### src/rtl/wb_stream_writer_pkg.sv
// Shared Wishbone constants and state encoding for the stream writer.
package wb_stream_writer_pkg;

   localparam logic [2:0] CTI_CLASSIC = 3'b000;
   localparam logic [2:0] CTI_INC     = 3'b010;
   localparam logic [2:0] CTI_EOB     = 3'b111;
   localparam logic [1:0] BTE_LINEAR  = 2'b00;

   typedef enum logic [1:0] {
      S_IDLE  = 2'd0,
      S_FILL  = 2'd1,
      S_BURST = 2'd2
   } state_t;

endpackage

### src/rtl/wb_stream_writer_fifo.sv
// Synchronous first-word-fall-through FIFO with occupancy count and flush.
module wb_stream_writer_fifo #(
   parameter int dw = 32,
   parameter int aw = 4
) (
   input  logic          clk,
   input  logic          rst,
   input  logic          flush,
   input  logic          wr_en,
   input  logic [dw-1:0] wr_data,
   input  logic          rd_en,
   output logic [dw-1:0] rd_data,
   output logic [aw:0]   count,
   output logic          full
);

   logic [dw-1:0] mem [2**aw];
   logic [aw-1:0] wr_ptr, rd_ptr;
   logic          wr_ok, rd_ok;

   assign full    = (count == (aw+1)'(2**aw));
   assign wr_ok   = wr_en && !full;
   assign rd_ok   = rd_en && (count != '0);
   assign rd_data = mem[rd_ptr];

   always_ff @(posedge clk) begin
      if (wr_ok && !flush)
         mem[wr_ptr] <= wr_data;
   end

   always_ff @(posedge clk) begin
      if (rst || flush) begin
         wr_ptr <= '0;
         rd_ptr <= '0;
         count  <= '0;
      end else begin
         if (wr_ok) wr_ptr <= wr_ptr + 1'b1;
         if (rd_ok) rd_ptr <= rd_ptr + 1'b1;
         case ({wr_ok, rd_ok})
            2'b10:   count <= count + 1'b1;
            2'b01:   count <= count - 1'b1;
            default: count <= count;
         endcase
      end
   end

endmodule

### src/rtl/wb_stream_writer.sv
// Streams words from a valid/ready input into Wishbone incrementing write bursts.
module wb_stream_writer
   import wb_stream_writer_pkg::*;
#(
   parameter int dw        = 32,
   parameter int aw        = 32,
   parameter int max_burst = 8,
   parameter int fifo_aw   = 4
) (
   input  logic          wb_clk_i,
   input  logic          wb_rst_i,
   input  logic          start_i,
   input  logic [aw-1:0] base_adr_i,
   input  logic [15:0]   len_i,
   input  logic [dw-1:0] stm_data_i,
   input  logic          stm_valid_i,
   output logic          stm_ready_o,
   output logic [aw-1:0] wb_adr_o,
   output logic [dw-1:0] wb_dat_o,
   output logic [3:0]    wb_sel_o,
   output logic          wb_we_o,
   output logic          wb_cyc_o,
   output logic          wb_stb_o,
   output logic [2:0]    wb_cti_o,
   output logic [1:0]    wb_bte_o,
   input  logic          wb_ack_i,
   input  logic          wb_err_i,
   output logic          busy_o,
   output logic          done_o,
   output logic          err_o
);

   localparam int BW = $clog2(max_burst) + 1;

   state_t          state, state_nxt;
   logic [aw-1:0]   adr_q;
   logic [15:0]     len_q, accepted, remaining;
   logic [BW-1:0]   burst_len, beat_cnt, blen_calc;
   logic            err_q, done_q;
   logic [fifo_aw:0] fifo_cnt;
   logic            fifo_full, fifo_wr;
   logic [dw-1:0]   fifo_head;
   logic            start_ok, ack_ok, err_hit, last_beat, fill_ready;

   assign start_ok    = (state == S_IDLE) && start_i;
   assign ack_ok      = (state == S_BURST) && wb_ack_i && !wb_err_i;
   assign err_hit     = (state == S_BURST) && wb_err_i;
   assign last_beat   = (beat_cnt == burst_len - BW'(1));
   assign stm_ready_o = (state != S_IDLE) && !fifo_full && (accepted < len_q);
   assign fifo_wr     = stm_valid_i && stm_ready_o;

   always_comb begin
      blen_calc = BW'(max_burst);
      if (remaining < 16'(max_burst))
         blen_calc = remaining[BW-1:0];
   end

   // Enter a burst only once every beat of it is already buffered.
   assign fill_ready = 32'(fifo_cnt) >= 32'(blen_calc);

   wb_stream_writer_fifo #(.dw(dw), .aw(fifo_aw)) u_fifo (
      .clk     (wb_clk_i),
      .rst     (wb_rst_i),
      .flush   (start_ok || err_hit),
      .wr_en   (fifo_wr),
      .wr_data (stm_data_i),
      .rd_en   (ack_ok),
      .rd_data (fifo_head),
      .count   (fifo_cnt),
      .full    (fifo_full)
   );

   always_ff @(posedge wb_clk_i) begin
      if (wb_rst_i) state <= S_IDLE;
      else          state <= state_nxt;
   end

   always_comb begin
      state_nxt = state;
      case (state)
         S_IDLE:  if (start_i && len_i != 16'd0) state_nxt = S_FILL;
         S_FILL:  if (fill_ready) state_nxt = S_BURST;
         S_BURST: begin
            if (wb_err_i)
               state_nxt = S_IDLE;
            else if (wb_ack_i && last_beat)
               state_nxt = (remaining != 16'd1) ? S_FILL : S_IDLE;
         end
         default: state_nxt = S_IDLE;
      endcase
   end

   always_ff @(posedge wb_clk_i) begin
      if (wb_rst_i) begin
         adr_q     <= '0;
         len_q     <= '0;
         accepted  <= '0;
         remaining <= '0;
         burst_len <= '0;
         beat_cnt  <= '0;
         err_q     <= 1'b0;
         done_q    <= 1'b0;
      end else begin
         done_q <= 1'b0;
         if (start_ok) begin
            err_q <= 1'b0;
            if (len_i == 16'd0) begin
               done_q <= 1'b1;
            end else begin
               adr_q     <= base_adr_i;
               len_q     <= len_i;
               remaining <= len_i;
               accepted  <= '0;
            end
         end
         if (fifo_wr)
            accepted <= accepted + 16'd1;
         if (state == S_FILL && fill_ready) begin
            burst_len <= blen_calc;
            beat_cnt  <= '0;
         end
         if (err_hit) begin
            err_q  <= 1'b1;
            done_q <= 1'b1;
         end else if (ack_ok) begin
            adr_q     <= adr_q + aw'(4);
            remaining <= remaining - 16'd1;
            beat_cnt  <= beat_cnt + BW'(1);
            if (last_beat && remaining == 16'd1)
               done_q <= 1'b1;
         end
      end
   end

   always_comb begin
      wb_cyc_o = 1'b0;
      wb_stb_o = 1'b0;
      wb_we_o  = 1'b0;
      wb_sel_o = 4'h0;
      wb_cti_o = CTI_CLASSIC;
      wb_bte_o = BTE_LINEAR;
      if (state == S_BURST) begin
         wb_cyc_o = 1'b1;
         wb_stb_o = 1'b1;
         wb_we_o  = 1'b1;
         wb_sel_o = 4'hf;
         wb_cti_o = last_beat ? CTI_EOB : CTI_INC;
      end
   end

   assign wb_adr_o = adr_q;
   assign wb_dat_o = fifo_head;
   assign busy_o   = (state != S_IDLE);
   assign done_o   = done_q;
   assign err_o    = err_q;

endmodule

### config.mk
export PLATFORM = sky130hd
export DESIGN_NAME = wb_stream_writer
export DESIGN_NICKNAME = d
export VERILOG_FILES = /design/src/rtl/wb_stream_writer_pkg.sv /design/src/rtl/wb_stream_writer_fifo.sv /design/src/rtl/wb_stream_writer.sv
export SDC_FILE = /design/constraint.sdc
export NUM_CORES = 1
export LEC_CHECK = 0
export BUFFER_PORTS_ARGS = -buffer_cell sky130_fd_sc_hd__buf_4
export CAP_MARGIN = 40
export CORE_ASPECT_RATIO = 0.8
export CORE_UTILIZATION = 40
export CTS_CLUSTER_DIAMETER = 80
export DETAILED_ROUTE_END_ITERATION = 16
export PLACE_DENSITY = 0.58
export SLEW_MARGIN = 20
export SYNTH_ARGS = -nofsm -noshare
export SYNTH_HDL_FRONTEND = slang
export SYNTH_SLANG_ARGS = --single-unit
### constraint.sdc
create_clock -name wb_clk_i -period 10.3 [get_ports wb_clk_i]
set_clock_uncertainty 0.15 [all_clocks]
set_input_delay 0.515 -clock wb_clk_i [delete_from_list [all_inputs] [get_ports wb_clk_i]]
set_output_delay 0.515 -clock wb_clk_i [all_outputs]
set_load 0.1 [all_outputs]
* Word-level counts from Yosys, hierarchy flattened *
Memory sizes are Yosys's and may differ from the RTL's. A register that Yosys moved wholly into a read port is not among the register bits.
Index checks and enable logic that the tools add are counted.

word-level totals
  flip-flop bits (word level) = 105
  RAM bits = 512
  output and inout bits = 80
  memories = 1

memory list
  memory      words  width  rd ports  clocked after memory_dff  write ports  line                         RTL
  u_fifo.mem  16     32     1         1                         1            wb_stream_writer_fifo.sv:17  logic [dw-1:0] mem [2**aw];

cells by class
  add/sub/neg operators = 9
  $lt $le $gt $ge = 3
  equal/unequal tests = 12
  multiplexer cells = 37
  bitwise gates (word level) = 1
  reductions and logical operators = 30

operators by type and width
  kind                     count
  $mux W32                 4
  $mux W16                 7
  $add A32 B3 Y32 const B  1
  $mux W4                  7
  $add A16 B1 Y16 const B  1
  $eq A16 B1 Y1 const B    1
  $logic_not A16 Y1        1
  $lt A16 B16 Y1           1
  $lt A16 B4 Y1 const B    1
  $ne A16 B1 Y1 const B    1
  $reduce_bool A16 Y1      1
  $sub A16 B1 Y16 const B  1
  $logic_and A1 B1 Y1      14
  $add A4 B1 Y4 const B    3
  $mux W1                  11
  $pmux W5 S2              1
  $mux W2                  4
  $reduce_bool A2 Y1       4
  $mux W3                  2
  $pmux W2 S3              1
  $add A5 B1 Y5 const B    1
  $eq A5 B5 Y1 const B     1
  $ge A5 B4 Y1             1
  $reduce_bool A5 Y1       1
  14 further kinds         21

* Logic depth before layout (Yosys ltp) *
  depth after elaboration = 9
  depth in mapped cells = 18
  mapped depth without buffers = 16

* Modules after synthesis *
Synthesis repeated with hierarchy kept, for this count alone.

unflattened totals
  cells, all modules = 1580
  area total of the unflattened synthesis = 25393.1 sq um

modules (own cells, without submodules)
  module                 times used  cells an instance  area each (sq um)  sequential area each (sq um)
  wb_stream_writer_fifo  1           892                20024.2            15715.1
  wb_stream_writer       1           688                5368.9             1841.8

* Least setup slack after synthesis *
Ideal clock, no wire load.

  path kind = flip-flop to flip-flop
  from = register state[0]
  to = memory u_fifo.mem[3][0], enable pin
  data arrival time = 4.631 ns
  required time = 9.689 ns
  slack = 5.058 ns
  stages on the path, launching flop included = 11
  buffers on the path = 3
  cells stage by stage = dfxtp_1 > clkbuf_1 > nor2_1 > inv_1 > o211a_1 > and3_1 > and3_1 > buf_6 > clkbuf_1 > nand3_1 > nor3_1

on the way
  cells in the longest elaborated chain, start to end = 8

RTL lines
  item                               line                         RTL
  start: declaration                 wb_stream_writer.sv:35       state_t state, state_nxt;
  start signal: assignment           wb_stream_writer.sv:75       else state <= state_nxt;
  $reduce_bool A2 Y1                 --
  net busy_o                         wb_stream_writer.sv:28       output logic busy_o,
  $logic_and A1 B1 Y1 (2 in series)  wb_stream_writer.sv:49       assign stm_ready_o = (state != S_IDLE) && !fifo_full && (accepted < len_q);
  $logic_and A1 B1 Y1                wb_stream_writer.sv:50       assign fifo_wr = stm_valid_i && stm_ready_o;
  $logic_and A1 B1 Y1                wb_stream_writer_fifo.sv:22  assign wr_ok = wr_en && !full;
  $logic_and A1 B1 Y1                wb_stream_writer_fifo.sv:27  if (wr_ok && !flush)
  $mux W1                            wb_stream_writer_fifo.sv:27
  $mux W1 (not written as such)      wb_stream_writer_fifo.sv:28  mem[wr_ptr] <= wr_data;
  end: declaration                   wb_stream_writer_fifo.sv:17

The timed path passes the listed nets, and every way through them passes these cells.

* Final worst setup path *
  from = register len_q[15]
  to = register u_fifo.count[4]

on the way
  cells in the longest elaborated chain, start to end = 6

RTL lines
  item                                               line                         RTL
  start: declaration                                 wb_stream_writer.sv:37       logic [15:0] len_q, accepted, remaining;
  start signal: assignment                           wb_stream_writer.sv:111      len_q <= len_i;
  $lt A16 B16 Y1 *                                   wb_stream_writer.sv:49
  $logic_and A1 B1 Y1 *                              wb_stream_writer.sv:49
  $logic_and A1 B1 Y1 *                              wb_stream_writer.sv:50
  $logic_and A1 B1 Y1 *                              wb_stream_writer_fifo.sv:22
  $eq A2 B1 Y1 or $eq A2 B2 Y1 (tied branches)       wb_stream_writer_fifo.sv:39  case ({wr_ok, rd_ok})
  $pmux W5 S2 or $reduce_bool A2 Y1 (tied branches)  --
  end signal: assignment                             wb_stream_writer_fifo.sv:40  2'b10: count <= count + 1'b1;
  end signal: assignment                             wb_stream_writer_fifo.sv:41  2'b01: count <= count - 1'b1;
  end signal: assignment                             wb_stream_writer_fifo.sv:42  default: count <= count;
  end: declaration                                   wb_stream_writer_fifo.sv:13  output logic [aw:0] count,

Every way passes the cells marked *; elsewhere a longest branch is shown, timed or not.
A chain may end at the register's enable or synchronous reset.

==> qor.txt <==
status - completed
CTS Buffer Depth - 3
Final Max Tran Viols - 0
DR iter-0 viols - 1134
core area - 0.0617 mm2
slowest stage cell, crit path - or4_4
share of cells above drive strength 1 - 28.5%
post-synthesis register bit count - 621
Mapped Cells - 1494
power per cell area - 186 mW/mm2
synthesized cell area - 0.0252 mm2
vias per cell - 5.55
H-tree depth - 3
top-area cell type share of the netlist area - 60.9%
critical path fanouts, max - 15
CP arrival - 4690 ps
peak supply drop - 0.000102 V
Finished Core Util - 48.2%
GP Congestion - 0.810
RSZ-0062 raised after global routing - false
final net count - 1795
Max-Cap Viols - 0
Final Hold Fails - 0
vias in the first global route - 14300
DPL Wire Length - 34000 um
CTS tree - done
grt ovf - 0
CP Capture Type - flop
Synth cell types - 63
WP data required - 10610 ps
ys flop type - edfxtp_1
Final min period - 4390 ps
DR pass1 iterations - 5
IO Count - 166
Slew @ Worst Pin - 864 ps
YS warnings - 0
total wire length - 59100 um
Detail Route Antenna Nets - 0
element type at the critical path start - flop
die height - 227 um
CTS Buf Count - 66
TNS Setup - 0 ps
Die Wd - 283 um
count of input and output buffers - 163
drt drc - 0
PostCTS Resize Cnt - 0
largest net degree at the start of global routing - 98
CP cell instances - inv_1 > ha_1 > nand4_1 > or3_1 > or4_4 > and3_1 > buf_8 > clkinv_8 > ha_1 > inv_1 > fa_1 > nor2b_1 > o21ai_0 > and3_1 > nor3_1 > xnor2_1 > nor2_1
sequential share of the synthesized area - 69.6%
Hold/Removal Path Class - in2reg
Core Rows - 81
endpoints failing setup - 0
FFs w/ async S/R, synth - 0%
Pleak - 9.54 nW
Skew-Pair Late Insertion Delay - 590 ps
Initial Utilization - 40.9%
Final period util - 42.6%
initial antenna violation count - 2
area growth from synthesis to layout - 18.0%
total power - 5.53 mW
CTS sink cnt - 621
critical path buffer and inverter count - 4
Setup CP Type - reg2reg
Synth area leader - edfxtp_1
DR vias - 14200
die area - 0.0641 mm2
EDFF count, synth - 512
ranking of synthesized cells by area - edfxtp_1, mux4_2, dfxtp_1
Mapped Avg Cell Area - 16.9 um2
Worst-path clk slew - 50 ps
Worst slew margin - 42.4%
max frequency - 0.228 GHz
max incr delay on CP - 560 ps
Avg WL per Cell - 23.2 um
GRT Util Overall - 18.8%
first-pass GRT wire length - 89300 um
CTS Root Cell - clkbuf_16
crit-path leading delay family - simple AND/OR/NAND/NOR gates
[state kept, by name, indices dropped and copies added, names as in the netlist, named ones only]
register / flops
err_o: 1
u_fifo.mem: 512
accepted: 16
state: 2
u_fifo.wr_ptr: 4
len_q: 16
done_o: 1
wb_adr_o: 32
beat_cnt: 4
u_fifo.rd_ptr: 4
burst_len: 4
remaining: 16
u_fifo.count: 5
[layer usage]
metal | vias to the layer above | global-route usage (%) | part of all wire [%]
met2 | 396 | 29.2 | 48
met1 | 7377 | 26.8 | 45
met4 | 2 | 4.78 | 1.7
met3 | 75 | 4.23 | 6.1
li1 | 6313 | - | -
met5 | - | 0 | 0.022
[worst reg2reg max path, delay by kind of cell (launching register included)]
kind / cells / cell delay (ps)
AND/OR/NAND/NOR: 8 / 2110
adder cells (fa/ha/maj): 3 / 920
buffers and inverters: 4 / 480
flip-flops: 1 / 320
XOR/XNOR: 1 / 150
AO/OA/AOI/OAI: 1 / 130
[logic make-up (layout without fill, tap and decap cells)]
logic type / after synthesis / in the layout / synth area share [%]
DFF: 621 / 621 / 69.6
AOI/OAI and AO/OA: 184 / 184 / 4.38
adders and majority gates: 35 / 35 / 1.77
xor gates and xnor gates: 15 / 15 / 0.521
buffers and inverters: 125 / 352 / 2.16
muxes: 165 / 165 / 14.5
and+or+nand+nor: 348 / 348 / 7.06
other: 1 / 3 / 0.0149
[through the flow]
stage               worst slack (ps)  hold slack, ps  std cells  instance area (um2)
global placement                5930             295       2427                27500
CTS                             5890            1.49       2551                29700
finish                          5910            32.9       2553                29800
floorplan                       5060             286       1495                25200
detailed placement              5920             300       2432                27600
global route                    5640            15.5       2552                29800
[synth_stat cells, drive strengths merged (4+ instances only)]
| cell | number |
|---|---|
| a21oi | 75 |
| a2bb2oi | 7 |
| a31oi | 25 |
| a32oi | 4 |
| and2 | 7 |
| and3 | 13 |
| and4 | 5 |
| buf | 29 |
| clkbuf | 60 |
| dfxtp | 109 |
| edfxtp | 512 |
| ha | 34 |
| inv | 35 |
| mux4 | 160 |
| nand2 | 98 |
| nand2b | 19 |
| nand3 | 44 |
| nand3b | 4 |
| nand4 | 11 |
| nand4b | 4 |
| nor2 | 66 |
| nor2b | 6 |
| nor3 | 21 |
| nor3b | 6 |
| nor4 | 12 |
| o211ai | 8 |
| o21ai | 37 |
| o311ai | 7 |
| or2 | 6 |
| or3 | 9 |
| or4 | 10 |
| xnor2 | 10 |
| xor2 | 5 |
[report_power, final]
group	leakage [nW]	switching (mW)	internal (mW)	total [mW]
sequential	5.50	0.0258	2.75	2.77
combinational	3.01	0.287	0.107	0.394
clock	1.03	0.972	1.39	2.36
[cell usage in the layout (no fill, tap or decap), types with 5 or more instances in the layout]
master,n
nor3_2,5
and4_1,5
and2_1,7
nor3_1,16
edfxtp_1,512
clkbuf_16,67
nand2_1,97
nand2b_1,19
or3_1,9
clkinv_2,7
a31oi_1,25
buf_4,191
dfxtp_1,105
bufinv_16,7
a21oi_1,75
and3_1,12
nor2b_1,6
nor2_4,12
xnor2_1,10
nor2_1,54
o211ai_1,8
or4_1,8
nand4_1,11
ha_1,34
nor3b_1,6
inv_1,35
clkbuf_1,14
nor4_1,12
o21ai_0,37
clkinv_1,6
xor2_1,5
a2bb2oi_1,7
nand3_1,43
mux4_2,160
[worst paths after layout]
check,slack [ps],start,depth (start not counted),to
setup / recovery,5910,len_q[15],17,u_fifo.count[4]
hold / removal,30,base_adr_i[1],3,wb_adr_o[1]
setup reg to reg,5910,len_q[15],17,u_fifo.count[4]
hold reg to reg,300,len_q[14],2,len_q[14]
[layout make-up]
cell class | instances | area [um2]
fillers | 5170 | 32000
flip-flops and latches | 621 | 17600
multi-input cells | 749 | 7250
clock buffers | 83 | 1760
repair buffers | 200 | 1610
well taps | 830 | 1040
clock inverters | 33 | 388
inverters | 36 | 148
diodes | 1 | 2.50
[repair_timing]
action / 4_1_cts / 5_1_grt
endpoints found under the hold margin: 3 / 0
hold buffers: 3 / 0
buffers inserted: 0 / 0
setup endpoints to repair: 0 / 0
Power figures use the tool's default switching activity.
